--- src/rtl/coinc_pkg.sv ---
// Shared types and constants for the delay calibrator and its per-channel capture cells.
package coinc_pkg;

  localparam int NCHAN      = 4;
  localparam int NBITS      = 8;
  localparam int LOG2_SHOTS = 2;
  localparam int WINDOW_MAX = 2**NBITS - 1;

  typedef logic [NBITS-1:0] delay_t;
  typedef delay_t [NCHAN-1:0] delay_arr_t;

  typedef enum logic [2:0] {
    IDLE,
    ARM,
    WAIT_EDGE,
    WINDOW,
    COMPUTE,
    SUBTRACT,
    DONE
  } cal_state_e;

endpackage

--- src/rtl/chan_offset_capture.sv ---
// One channel: rising-edge detect plus first-rise offset capture against the shared window counter.
module chan_offset_capture
  import coinc_pkg::*;
(
  input  logic   Clk,
  input  logic   Rst_n,
  input  logic   chan,
  input  logic   clear,
  input  logic   enable,
  input  delay_t cnt,
  output logic   rise,
  output logic   captured,
  output delay_t offset
);

  logic prev;

  assign rise = chan & ~prev;

  // prev tracks the level in every state so a channel already high at arm time never looks like an edge
  always_ff @(posedge Clk or negedge Rst_n) begin
    if (!Rst_n) begin
      prev     <= 1'b0;
      captured <= 1'b0;
      offset   <= '0;
    end else begin
      prev <= chan;
      if (clear) begin
        captured <= 1'b0;
        offset   <= '0;
      end else if (enable && rise && !captured) begin
        captured <= 1'b1;
        offset   <= cnt;
      end
    end
  end

endmodule

--- src/rtl/delay_calibrator.sv ---
// Measures coincident-pulse skew per channel and produces alignment delays.
// Define DELAY_CAL_AVG_EN to average 2**LOG2_SHOTS shots; otherwise a single shot is used.
module delay_calibrator
  import coinc_pkg::*;
(
  input  logic             Clk,
  input  logic             Rst_n,
  input  logic             Start,
  input  logic [NCHAN-1:0] Channels,
  output delay_arr_t       Delays,
  output logic             Busy,
  output logic             Done,
  output logic             Error
);

`ifdef DELAY_CAL_AVG_EN
  localparam int ACC_W = NBITS + LOG2_SHOTS;
`else
  localparam int ACC_W = NBITS;
`endif

  cal_state_e state, next_state;
  delay_t     cnt;
  delay_t     max_avg, max_q;
  delay_arr_t offset, avg, avg_q;
  logic [NCHAN-1:0] rise, captured;
  logic [NCHAN-1:0][ACC_W-1:0] acc;
  logic clear, enable, any_rise, all_next, last_shot, capture_done, timeout, start_ok;
`ifdef DELAY_CAL_AVG_EN
  logic [LOG2_SHOTS-1:0] shot_cnt;
`endif

  for (genvar i = 0; i < NCHAN; i++) begin : g_cap
    chan_offset_capture u_cap (
      .Clk      (Clk),
      .Rst_n    (Rst_n),
      .chan     (Channels[i]),
      .clear    (clear),
      .enable   (enable),
      .cnt      (cnt),
      .rise     (rise[i]),
      .captured (captured[i]),
      .offset   (offset[i])
    );
  end

  always_ff @(posedge Clk or negedge Rst_n) begin
    if (!Rst_n) state <= IDLE;
    else        state <= next_state;
  end

  // all_next folds in this cycle's rises so the shot closes in the same cycle the last channel lands
  always_comb begin
    clear        = (state == IDLE) || (state == ARM) || (state == DONE);
    enable       = (state == WAIT_EDGE) || (state == WINDOW);
    any_rise     = |rise;
    all_next     = &(captured | rise);
    start_ok     = Start && ((state == IDLE) || (state == DONE));
`ifdef DELAY_CAL_AVG_EN
    last_shot    = (shot_cnt == '1);
`else
    last_shot    = 1'b1;
`endif
    capture_done = ((state == WAIT_EDGE) && any_rise && all_next) ||
                   ((state == WINDOW) && all_next);
    timeout      = (state == WINDOW) && !all_next && (cnt == delay_t'(WINDOW_MAX));
    next_state   = state;
    case (state)
      IDLE, DONE: if (start_ok) next_state = ARM;
      ARM:        if (Channels == '0) next_state = WAIT_EDGE;
      WAIT_EDGE:  if (capture_done) next_state = last_shot ? COMPUTE : ARM;
                  else if (any_rise) next_state = WINDOW;
      WINDOW:     if (capture_done) next_state = last_shot ? COMPUTE : ARM;
                  else if (timeout) next_state = DONE;
      COMPUTE:    next_state = SUBTRACT;
      SUBTRACT:   next_state = DONE;
      default:    next_state = IDLE;
    endcase
  end

  always_comb begin
    max_avg = '0;
    for (int i = 0; i < NCHAN; i++) begin
`ifdef DELAY_CAL_AVG_EN
      avg[i] = delay_t'(acc[i] >> LOG2_SHOTS);
`else
      avg[i] = acc[i];
`endif
      if (avg[i] > max_avg) max_avg = avg[i];
    end
  end

  always_ff @(posedge Clk or negedge Rst_n) begin
    if (!Rst_n) begin
      cnt    <= '0;
      acc    <= '0;
      avg_q  <= '0;
      max_q  <= '0;
      Delays <= '0;
      Busy   <= 1'b0;
      Done   <= 1'b0;
      Error  <= 1'b0;
`ifdef DELAY_CAL_AVG_EN
      shot_cnt <= '0;
`endif
    end else begin
      Done <= 1'b0;
      if (start_ok) begin
        Busy  <= 1'b1;
        Error <= 1'b0;
        acc   <= '0;
        cnt   <= '0;
`ifdef DELAY_CAL_AVG_EN
        shot_cnt <= '0;
`endif
      end
      case (state)
        ARM:       cnt <= '0;
        WAIT_EDGE: if (any_rise) cnt <= delay_t'(1);
        WINDOW:    cnt <= cnt + 1'b1;
        default:   ;
      endcase
      // channels rising in the closing cycle have not registered their offset yet, so take cnt directly
      if (capture_done) begin
        for (int i = 0; i < NCHAN; i++)
          acc[i] <= acc[i] + ACC_W'(captured[i] ? offset[i] : cnt);
`ifdef DELAY_CAL_AVG_EN
        shot_cnt <= shot_cnt + 1'b1;
`endif
      end
      if (timeout) begin
        Error  <= 1'b1;
        Delays <= '0;
        Done   <= 1'b1;
        Busy   <= 1'b0;
      end
      if (state == COMPUTE) begin
        avg_q <= avg;
        max_q <= max_avg;
      end
      if (state == SUBTRACT) begin
        for (int i = 0; i < NCHAN; i++)
          Delays[i] <= max_q - avg_q[i];
        Done <= 1'b1;
        Busy <= 1'b0;
      end
    end
  end

endmodule

--- config.mk ---
export PLATFORM = sky130hd
export DESIGN_NAME = delay_calibrator
export DESIGN_NICKNAME = d
export VERILOG_FILES = /design/src/rtl/coinc_pkg.sv /design/src/rtl/chan_offset_capture.sv /design/src/rtl/delay_calibrator.sv
export SDC_FILE = /design/constraint.sdc
export NUM_CORES = 1
export LEC_CHECK = 0
export CAP_MARGIN = 0
export CELL_PAD_IN_SITES_DETAIL_PLACEMENT = 1
export CELL_PAD_IN_SITES_GLOBAL_PLACEMENT = 2
export CORE_ASPECT_RATIO = 0.75
export CORE_MARGIN = 10
export CORE_UTILIZATION = 41
export CTS_BUF_LIST = sky130_fd_sc_hd__clkbuf_4 sky130_fd_sc_hd__clkbuf_8
export DETAILED_ROUTE_END_ITERATION = 16
export PLACE_DENSITY = 0.91
export SLEW_MARGIN = 20
export SYNTH_ARGS = -nofsm -noshare
export SYNTH_HDL_FRONTEND = slang
export SYNTH_SLANG_ARGS = --single-unit
--- constraint.sdc ---
create_clock -name Clk -period 6.2 [get_ports Clk]
set_input_delay 1.86 -clock Clk [delete_from_list [all_inputs] [get_ports Clk]]
set_output_delay 1.86 -clock Clk [all_outputs]
set_load 0.03 [all_outputs]
* After elaboration in Yosys (flattened, before gate mapping) *
Index checks and enable logic that the tools add are counted.

storage, ports and cells
  flip-flop bits (word level) = 158
  output and inout bits = 35

cells by class
  reductions and logical operators = 38
  add/sub/neg operators = 9
  equality and inequality tests = 11
  magnitude comparators = 4
  mux-type cells = 45
  bitwise gates (word level) = 9

operators by type and width
  kind                 number
  $mux 8               18
  $mux 32              4
  $add 8x8->8          4
  $sub 8x8->8          4
  $gt 8x8->1           3
  $pmux 8 s3           1
  $mux 3               6
  $pmux 3 s6           1
  $mux 1               15
  $logic_and 1x1->1    14
  $reduce_bool 2->1    7
  $eq 3x3->1 const B   3
  $add 8x1->8 const B  1
  $eq 8x8->1 const B   1
  $gt 8x1->1 const B   1
  $reduce_and 4->1     2
  $eq 3x2->1 const B   2
  $ne 3x3->1 const B   2
  $logic_not 1->1      5
  $logic_or 1x1->1     5
  $and 1x1->1          4
  $logic_not 4->1      1
  $not 1->1            4
  $or 4x4->4           1
  7 further kinds      7

* Depth between registers and ports, before layout *
Gate-level depths: netlist of run 1.

  depth after elaboration = 10
  gate-level depth with buffers = 24
  mapped depth without buffers = 21

* Cells and area by module *
From an unflattened synthesis of run 1, not the netlist that was laid out.

unflattened totals
  cell total of the unflattened synthesis = 998
  area, all modules = 9780.6 µm²

modules (own cells, without submodules)
  module               instances  sequential area each (µm²)  area each (µm²)  cells each
  delay_calibrator     1          2952.8                      8244.2           902
  chan_offset_capture  4          250.2                       384.1            24

* Worst setup path after synthesis of run 1 *
OpenSTA, ideal clock, no wires.

  path type = register -> register
  start = register acc[7] (netlist bit)
  end = register max_q[5]
  path buffers = 2
  setup slack = 1617 ps
  stages on the path, launching flop included = 23
  data arrival time = 4452 ps
  period minus slack after synthesis = 4583 ps
  cell sequence = dfrtp_1 -> inv_1 -> ha_1 -> nand4_1 -> nor2_1 -> nor2_1 -> o2bb2ai_1 -> or2_2 -> ha_1 -> nand2_1 -> nor3_1 -> nor2_1 -> a21oi_1 -> clkbuf_1 -> o21bai_1 -> ha_1 -> nor2b_1 -> o211ai_1 -> a21oi_1 -> nor2_1 -> clkbuf_1 -> o22a_1 -> o21ai_0

on the way
  longest elaborated chain between the ends = 8

RTL lines
  what                              line                     RTL
  start: declaration                delay_calibrator.sv:27   logic [NCHAN-1:0][ACC_W-1:0] acc;
  start signal: indexed assignment  delay_calibrator.sv:126  acc[i] <= acc[i] + ACC_W'(captured[i] ? offset[i] : cnt);
  $gt 8x1->1                        delay_calibrator.sv:89   if (avg[i] > max_avg) max_avg = avg[i];
  $mux 8 (*)                        delay_calibrator.sv:89
  $gt 8x8->1                        delay_calibrator.sv:89
  $mux 8 (*)                        delay_calibrator.sv:89
  $gt 8x8->1                        delay_calibrator.sv:89
  $mux 8 (*)                        delay_calibrator.sv:89
  $gt 8x8->1                        delay_calibrator.sv:89
  $mux 8 (*)                        delay_calibrator.sv:89
  end signal: assignment            delay_calibrator.sv:139  max_q <= max_avg;
  end: declaration                  delay_calibrator.sv:24   delay_t max_avg, max_q;

Mark *: on every way between the ends. The rest lies on a longest branch, timed or not.
A chain may end at the register's enable or synchronous reset.

* Worst setup path in the final report of run 1 *
  start = register acc[5] (netlist bit)
  end = register max_q[7]

The elaborated chain is that of the path after synthesis.

==> results.py, run 1 <==
metrics = {
    "critical_path": {
        "cp_num_buf_inv": 1,
        "cp_slowest_cell": "nor2_1",
        "critPathLaunchType": "flop",
        "worstPathArrival_ns": 5.83,
        "cp-end-kind": "flop",
        "worst-path-max-fanout": 13,
        "critPathKind": "reg -> reg",
        "critical_path.max_stage_delay_ns": 0.56,
        "critPathTopFamily": "simple AND/OR/NAND/NOR gates",
        "cp_cell_sequence": "inv_1 -> ha_1 -> nand4_1 -> nor2_1 -> nor2_1 -> o2bb2ai_1 -> or2_2 -> ha_1 -> nand2_1 -> nor3_1 -> nor2_1 -> a21o_1 -> nor3_1 -> a21oi_1 -> ha_1 -> nand4_1 -> o21a_1 -> nor2_2 -> o211ai_1 -> o21ai_0",
        "worst_ep_required_time_ns": 6.59,
    },
    "cells_and_area": {
        "area_delta_synth_final_pct": 10.75,
        "final_common_cell": "dfrtp_1",
        "layout-drive-gt1-share_pct": 9.208,
        "design_area_mm2": 0.01093,
        "nets": 1173,
        "instances_no_fill": 1392,
        "layout_common_cells": "dfrtp_1 (158), nand2_1 (138), ha_1 (84)",
        "antenna_cells": 0,
    },
    "timing": {
        "rsz0062_at_grt": "false",
        "period_minus_slack_ns": 5.445,
        "setup_viol": 0,
        "worstMarginPinSlew_ns": 0.9594,
        "drv_slew": 0,
        "tns_ns": 0,
        "hold_viol_final": 0,
        "max_freq_mhz": 183.7,
        "clock-skew-final_ns": 0.01378,
        "timing.final.crit_share_pct": 87.82,
        "slew_headroom_pct": 35.87,
    },
    "route": {
        "wl_met1_um": 14130,
        "ant_nets": 0,
        "wl_met3_um": 1240,
        "vias_per_cell": 5.718,
        "num_vias": 7960,
        "dr.max_layer_used": "met4",
        "drc": 0,
        "avgRoutedWirePerCell_um": 20.13,
        "drt_first_pass_iters": 5,
        "route.met2.wl_um": 12430,
        "drt-initial-drc-count": 409,
        "drt_wl_total_um": 28020,
    },
    "placed_design": {
        "placed_cell_area_mm2": 0.01052,
        "gp_congestion": 0.8729,
        "dpl.hpwl_um": 21000,
        "io_buffers": 41,
        "dpl.cell_count": 1361,
    },
    "floorplanning": {
        "design.core.area_mm2": 0.02385,
        "num_rows": 49,
        "start_util_pct": 41.39,
        "dieArea_mm2": 0.03075,
        "die_y_um": 154.4,
        "io_pins": 42,
        "dieWidth_um": 199.2,
    },
    "logic_synthesis": {
        "ys_ff_latch": 158,
        "yosys_most_used_dff": "dfrtp_1",
        "ys_warn_count": 0,
        "synth_edf_count": 0,
        "ys_seq_area_share_pct": 40.06,
        "syn_area_per_cell_um2": 9.312,
        "ys_types": 53,
        "synthesis.nets": 1159,
        "synthCells": 1060,
        "async_reset_ff_share_pct": 100.0,
        "synth_area_mm2": 0.009871,
    },
    "pwr": {
        "power_per_cell_area_mw_per_mm2": 406.8,
        "p_comb_share_pct": 49.2,
        "p_sw_share_pct": 43.07,
        "seqPwrFrac_pct": 32.2,
        "vdd_ir_drop_max_v": 0.0003383,
        "p_clk_share_pct": 18.6,
        "p_switching_mw": 1.916,
        "power_leakage_nw": 4.867,
        "intPower_mw": 2.532,
    },
    "clocking": {
        "cts_resized": 0,
        "post_cts_buffers": 0,
        "insertion_delay_ns": 0.47,
        "hold_buffers": 0,
        "root_buffer": "clkbuf_8",
        "cts_buffer_depth": 2,
        "clkSinkCount": 158,
        "cts_buffers": 17,
        "h-tree-depth": 4,
        "clk_pin_slew_ns": 0.08,
        "cts_tree": "done",
    },
    "status": {
        "status": "finished clean",
    },
    "job": {
        "drv_cap": 0,
    },
    "global_routing": {
        "overflow": 0,
        "grt_pass1_wl_um": 46010,
        "antenna_found_initial": 0,
        "grt_max_degree": 83,
        "grt_usage_pct": 18.70,
        "grt_pass1_vias": 8240,
    },
    "worst_hold_path": {
        "hold_class": "reg -> reg",
    },
}
[layout make-up]
class / instances / area [um2]
clock inverter: 11 / 141.4
inverter: 60 / 225.2
tap: 306 / 382.9
timing repair buffer: 49 / 484.2
fill: 2710 / 12920
sequential: 158 / 3954
multi-input combinational: 788 / 5475
clock buffer: 20 / 269.0
[path summary, 6_finish.rpt]
check,from,end,slack [ns],cells after the start
max,acc[5],max_q[7],0.76,20
min in group asynchronous,Rst_n,Delays[1],1.40,1
min,Delays[8],Delays[8],0.50,1
max reg2reg,acc[5],max_q[7],0.76,20
min reg2reg,Delays[8],Delays[8],0.50,1
max in group asynchronous,Rst_n,g_cap[3].u_cap.offset[4],3.83,2
[per-layer routing]
metal	track usage [%]	vias up
met4	4.023	0
li1	-	3782
met2	28.02	118
met5	0	-
met3	3.990	17
met1	26.91	4043
[per-stage QoR]
stage | hold slack, ns | utilization, % | setup slack [ns] | total power [mW]
after detailed placement | 0.4764 | 44.10 | 0.6452 | 3.633
after floorplan | 0.4849 | - | 1.617 | 2.963
after CTS | 0.5077 | 45.82 | 0.6148 | 4.477
after global routing | 0.5280 | 45.84 | 0.2512 | 4.774
after global placement | 0.4764 | 44.10 | 0.9542 | 3.560
final | 0.5021 | 45.84 | 0.7552 | 4.447
[state kept, by name, summed over array words and instances (netlist names)]
signal,flops
Done,1
g_cap.u_cap.offset,32
max_q,8
Busy,1
state,3
cnt,8
g_cap.u_cap.captured,4
Delays,32
acc,32
avg_q,32
g_cap.u_cap.prev,4
Error,1
[cell families (layout without fill, tap and decap cells)]
group	after synthesis	count (layout)	synth area share, %
simple gates	307	307	14.35
mux	42	42	4.715
xor+xnor	54	54	4.792
fa+ha+maj	92	92	12.27
buf+inv	114	140	4.741
compound gates	293	293	19.08
flops	158	158	40.06
[cells in the mapped netlist, types with 13 or more instances]
master    count  share of area, %
xnor2_1      40               3.5
nor2b_1      13              0.82
o21ai_0      77               3.9
xor2_1       14               1.2
clkbuf_1     34               1.3
ha_1         84                11
o21bai_1     16               1.2
nand2_1     138               5.2
nand3_1      29               1.5
dfrtp_1     158                40
and3_1       13              0.82
nor2_1       55               2.1
inv_1        59               2.2
nor3_1       25               1.3
mux2_2       36               4.1
a22o_1       29               2.6
a21oi_1      81               4.1
[power by group through the flow]
stage	Combinational [mW]	Clock, mW	Sequential (mW)
6_report	2.19	0.829	1.43
5_1_grt	2.42	0.890	1.46
4_1_cts	2.20	0.847	1.43
3_5_place_dp	2.18	0	1.45
3_3_place_gp	2.12	0	1.44
2_1_floorplan	1.52	0	1.44
(Power assumes the default switching activity.)
==> inputs of run 2 (changes only) <==
SETUP_SLACK_MARGIN = 0.3   (was unset)
==> run 2 against run 1 <==
Against the previous run: register-to-register slack better by 0.09 ns; cell area barely moved; global-route usage did not move; via count up 0.40%; clock power hardly changed; largest cell class unchanged; largest power group unchanged.
==> results.py, run 2 (synthesis gave the netlist of run 1 again) <==
metrics = {
    "clocking": {
        "h-tree-depth": 4,
        "cts_buffer_depth": 2,
        "insertion_delay_ns": 0.47,
        "hold_buffers": 0,
        "clkSinkCount": 158,
        "root_buffer": "clkbuf_8",
        "cts_tree": "done",
        "post_cts_buffers": 0,
        "cts_buffers": 17,
        "clk_pin_slew_ns": 0.08,
        "cts_resized": 0,
    },
    "critical_path": {
        "critPathKind": "reg -> reg",
        "critPathLaunchType": "flop",
        "cp-end-kind": "flop",
        "worst_ep_required_time_ns": 6.59,
        "worst-path-max-fanout": 13,
        "worstPathArrival_ns": 5.74,
    },
    "global_routing": {
        "antenna_found_initial": 0,
        "overflow": 0,
        "grt_usage_pct": 18.70,
        "grt_pass1_wl_um": 46010,
        "grt_pass1_vias": 8240,
        "grt_max_degree": 83,
    },
    "timing": {
        "setup_viol": 0,
        "timing.final.crit_share_pct": 86.32,
        "drv_slew": 0,
        "slew_headroom_pct": 35.48,
        "rsz0062_at_grt": "false",
        "clock-skew-final_ns": 0.01333,
        "worstMarginPinSlew_ns": 0.9652,
        "tns_ns": 0,
        "hold_viol_final": 0,
        "period_minus_slack_ns": 5.352,
        "fin_ws_ns": 0.8482,
        "max_freq_mhz": 186.9,
        "fin_hold_ws_ns": 0.5021,
    },
    "floorplanning": {
        "dieArea_mm2": 0.03075,
        "design.core.area_mm2": 0.02385,
        "start_util_pct": 41.39,
        "num_rows": 49,
        "die_y_um": 154.4,
        "dieWidth_um": 199.2,
        "io_pins": 42,
    },
    "cells_and_area": {
        "antenna_cells": 0,
        "final_common_cell": "dfrtp_1",
        "fillers": 2707,
        "area_delta_synth_final_pct": 10.77,
        "layout-drive-gt1-share_pct": 9.300,
        "seq_area_mm2": 0.003954,
        "multi_input_area_mm2": 0.005478,
        "instances_no_fill": 1392,
        "layout_common_cells": "dfrtp_1 (158), nand2_1 (138), ha_1 (84)",
        "nets": 1173,
    },
    "route": {
        "avgRoutedWirePerCell_um": 20.16,
        "ant_nets": 0,
        "vias_per_cell": 5.741,
        "drt-initial-drc-count": 436,
        "drc": 0,
        "num_vias": 7992,
        "drt_first_pass_iters": 5,
        "drt_wl_total_um": 28060,
    },
    "pwr": {
        "power_per_cell_area_mw_per_mm2": 406.8,
        "power_leakage_nw": 4.868,
        "p_total_mw": 4.448,
        "vdd_ir_drop_max_v": 0.0003388,
    },
    "status": {
        "status": "finished clean",
    },
    "placed_design": {
        "dpl.cell_count": 1361,
        "gp_congestion": 0.8729,
        "io_buffers": 41,
        "place_ws_ns": 0.6452,
        "dpl.hpwl_um": 21000,
    },
    "worst_hold_path": {
        "hold_class": "reg -> reg",
    },
    "job": {
        "drv_cap": 0,
    },
}
[run 2: critical path: stages (launching register included)]
cell and delay [ns]:
dfrtp_1 0.46, inv_1 0.08, ha_1 0.30, nand2_1 0.07, o21a_1 0.32, nor2_1 0.52, o2bb2ai_1 0.26, nor2_1 0.09
ha_1 0.32, nand4_1 0.14, nor3_1 0.30, nor2_1 0.11, a21o_1 0.29, nor3_1 0.39, a21oi_1 0.10, ha_1 0.29
nand4_1 0.15, o21a_1 0.23, nor2_2 0.45, o211ai_1 0.19, o21ai_0 0.18
[run 2: per-stage QoR]
stage / util (%) / cell area [um2]
floorplan: - / 9871
global placement: 44.10 / 10520
detailed placement: 44.10 / 10520
CTS: 45.82 / 10930
global route: 45.85 / 10930
finish: 45.85 / 10930
[run 2: worst paths after layout]
kind | start | endpoint | depth (start not counted) | slack [ns]
max in group asynchronous | Rst_n | g_cap[3].u_cap.offset[4] | 2 | 3.84
worst min register to register | Delays[8] | Delays[8] | 1 | 0.50
min in group asynchronous | Rst_n | Delays[1] | 1 | 1.40
worst max-delay path | acc[6] | max_q[7] | 20 | 0.85
worst max register to register | acc[6] | max_q[7] | 20 | 0.85
worst min-delay path | Delays[8] | Delays[8] | 1 | 0.50
[run 2: layout make-up]
type                       instances  share of cell area (%)
timing repair buffer              49                   4.428
tap                              306                   3.502
clock buffer                      20                   2.460
sequential                       158                   36.16
clock inverter                    11                   1.293
inverter                          60                   2.060
multi-input combinational        788                   50.10
[run 2: report_power, final]
part / total [mW] / switching, mW / internal (mW)
sequential: 1.43 / 0.254 / 1.18
combinational: 2.19 / 1.25 / 0.934
clock: 0.829 / 0.410 / 0.419
total: 4.45 / 1.92 / 2.53
[run 2: layer usage]
layer / part of all wire [%] / vias to the layer above / wire (um) / GRT usage, %
li1: - / 3785 / - / -
met1: 50 / 4070 / 14140 / 26.91
met2: 44 / 119 / 12450 / 28.02
met3: 4.4 / 18 / 1240 / 3.990
met4: 0.80 / 0 / 224 / 4.023
met5: 0 / - / 0 / 0
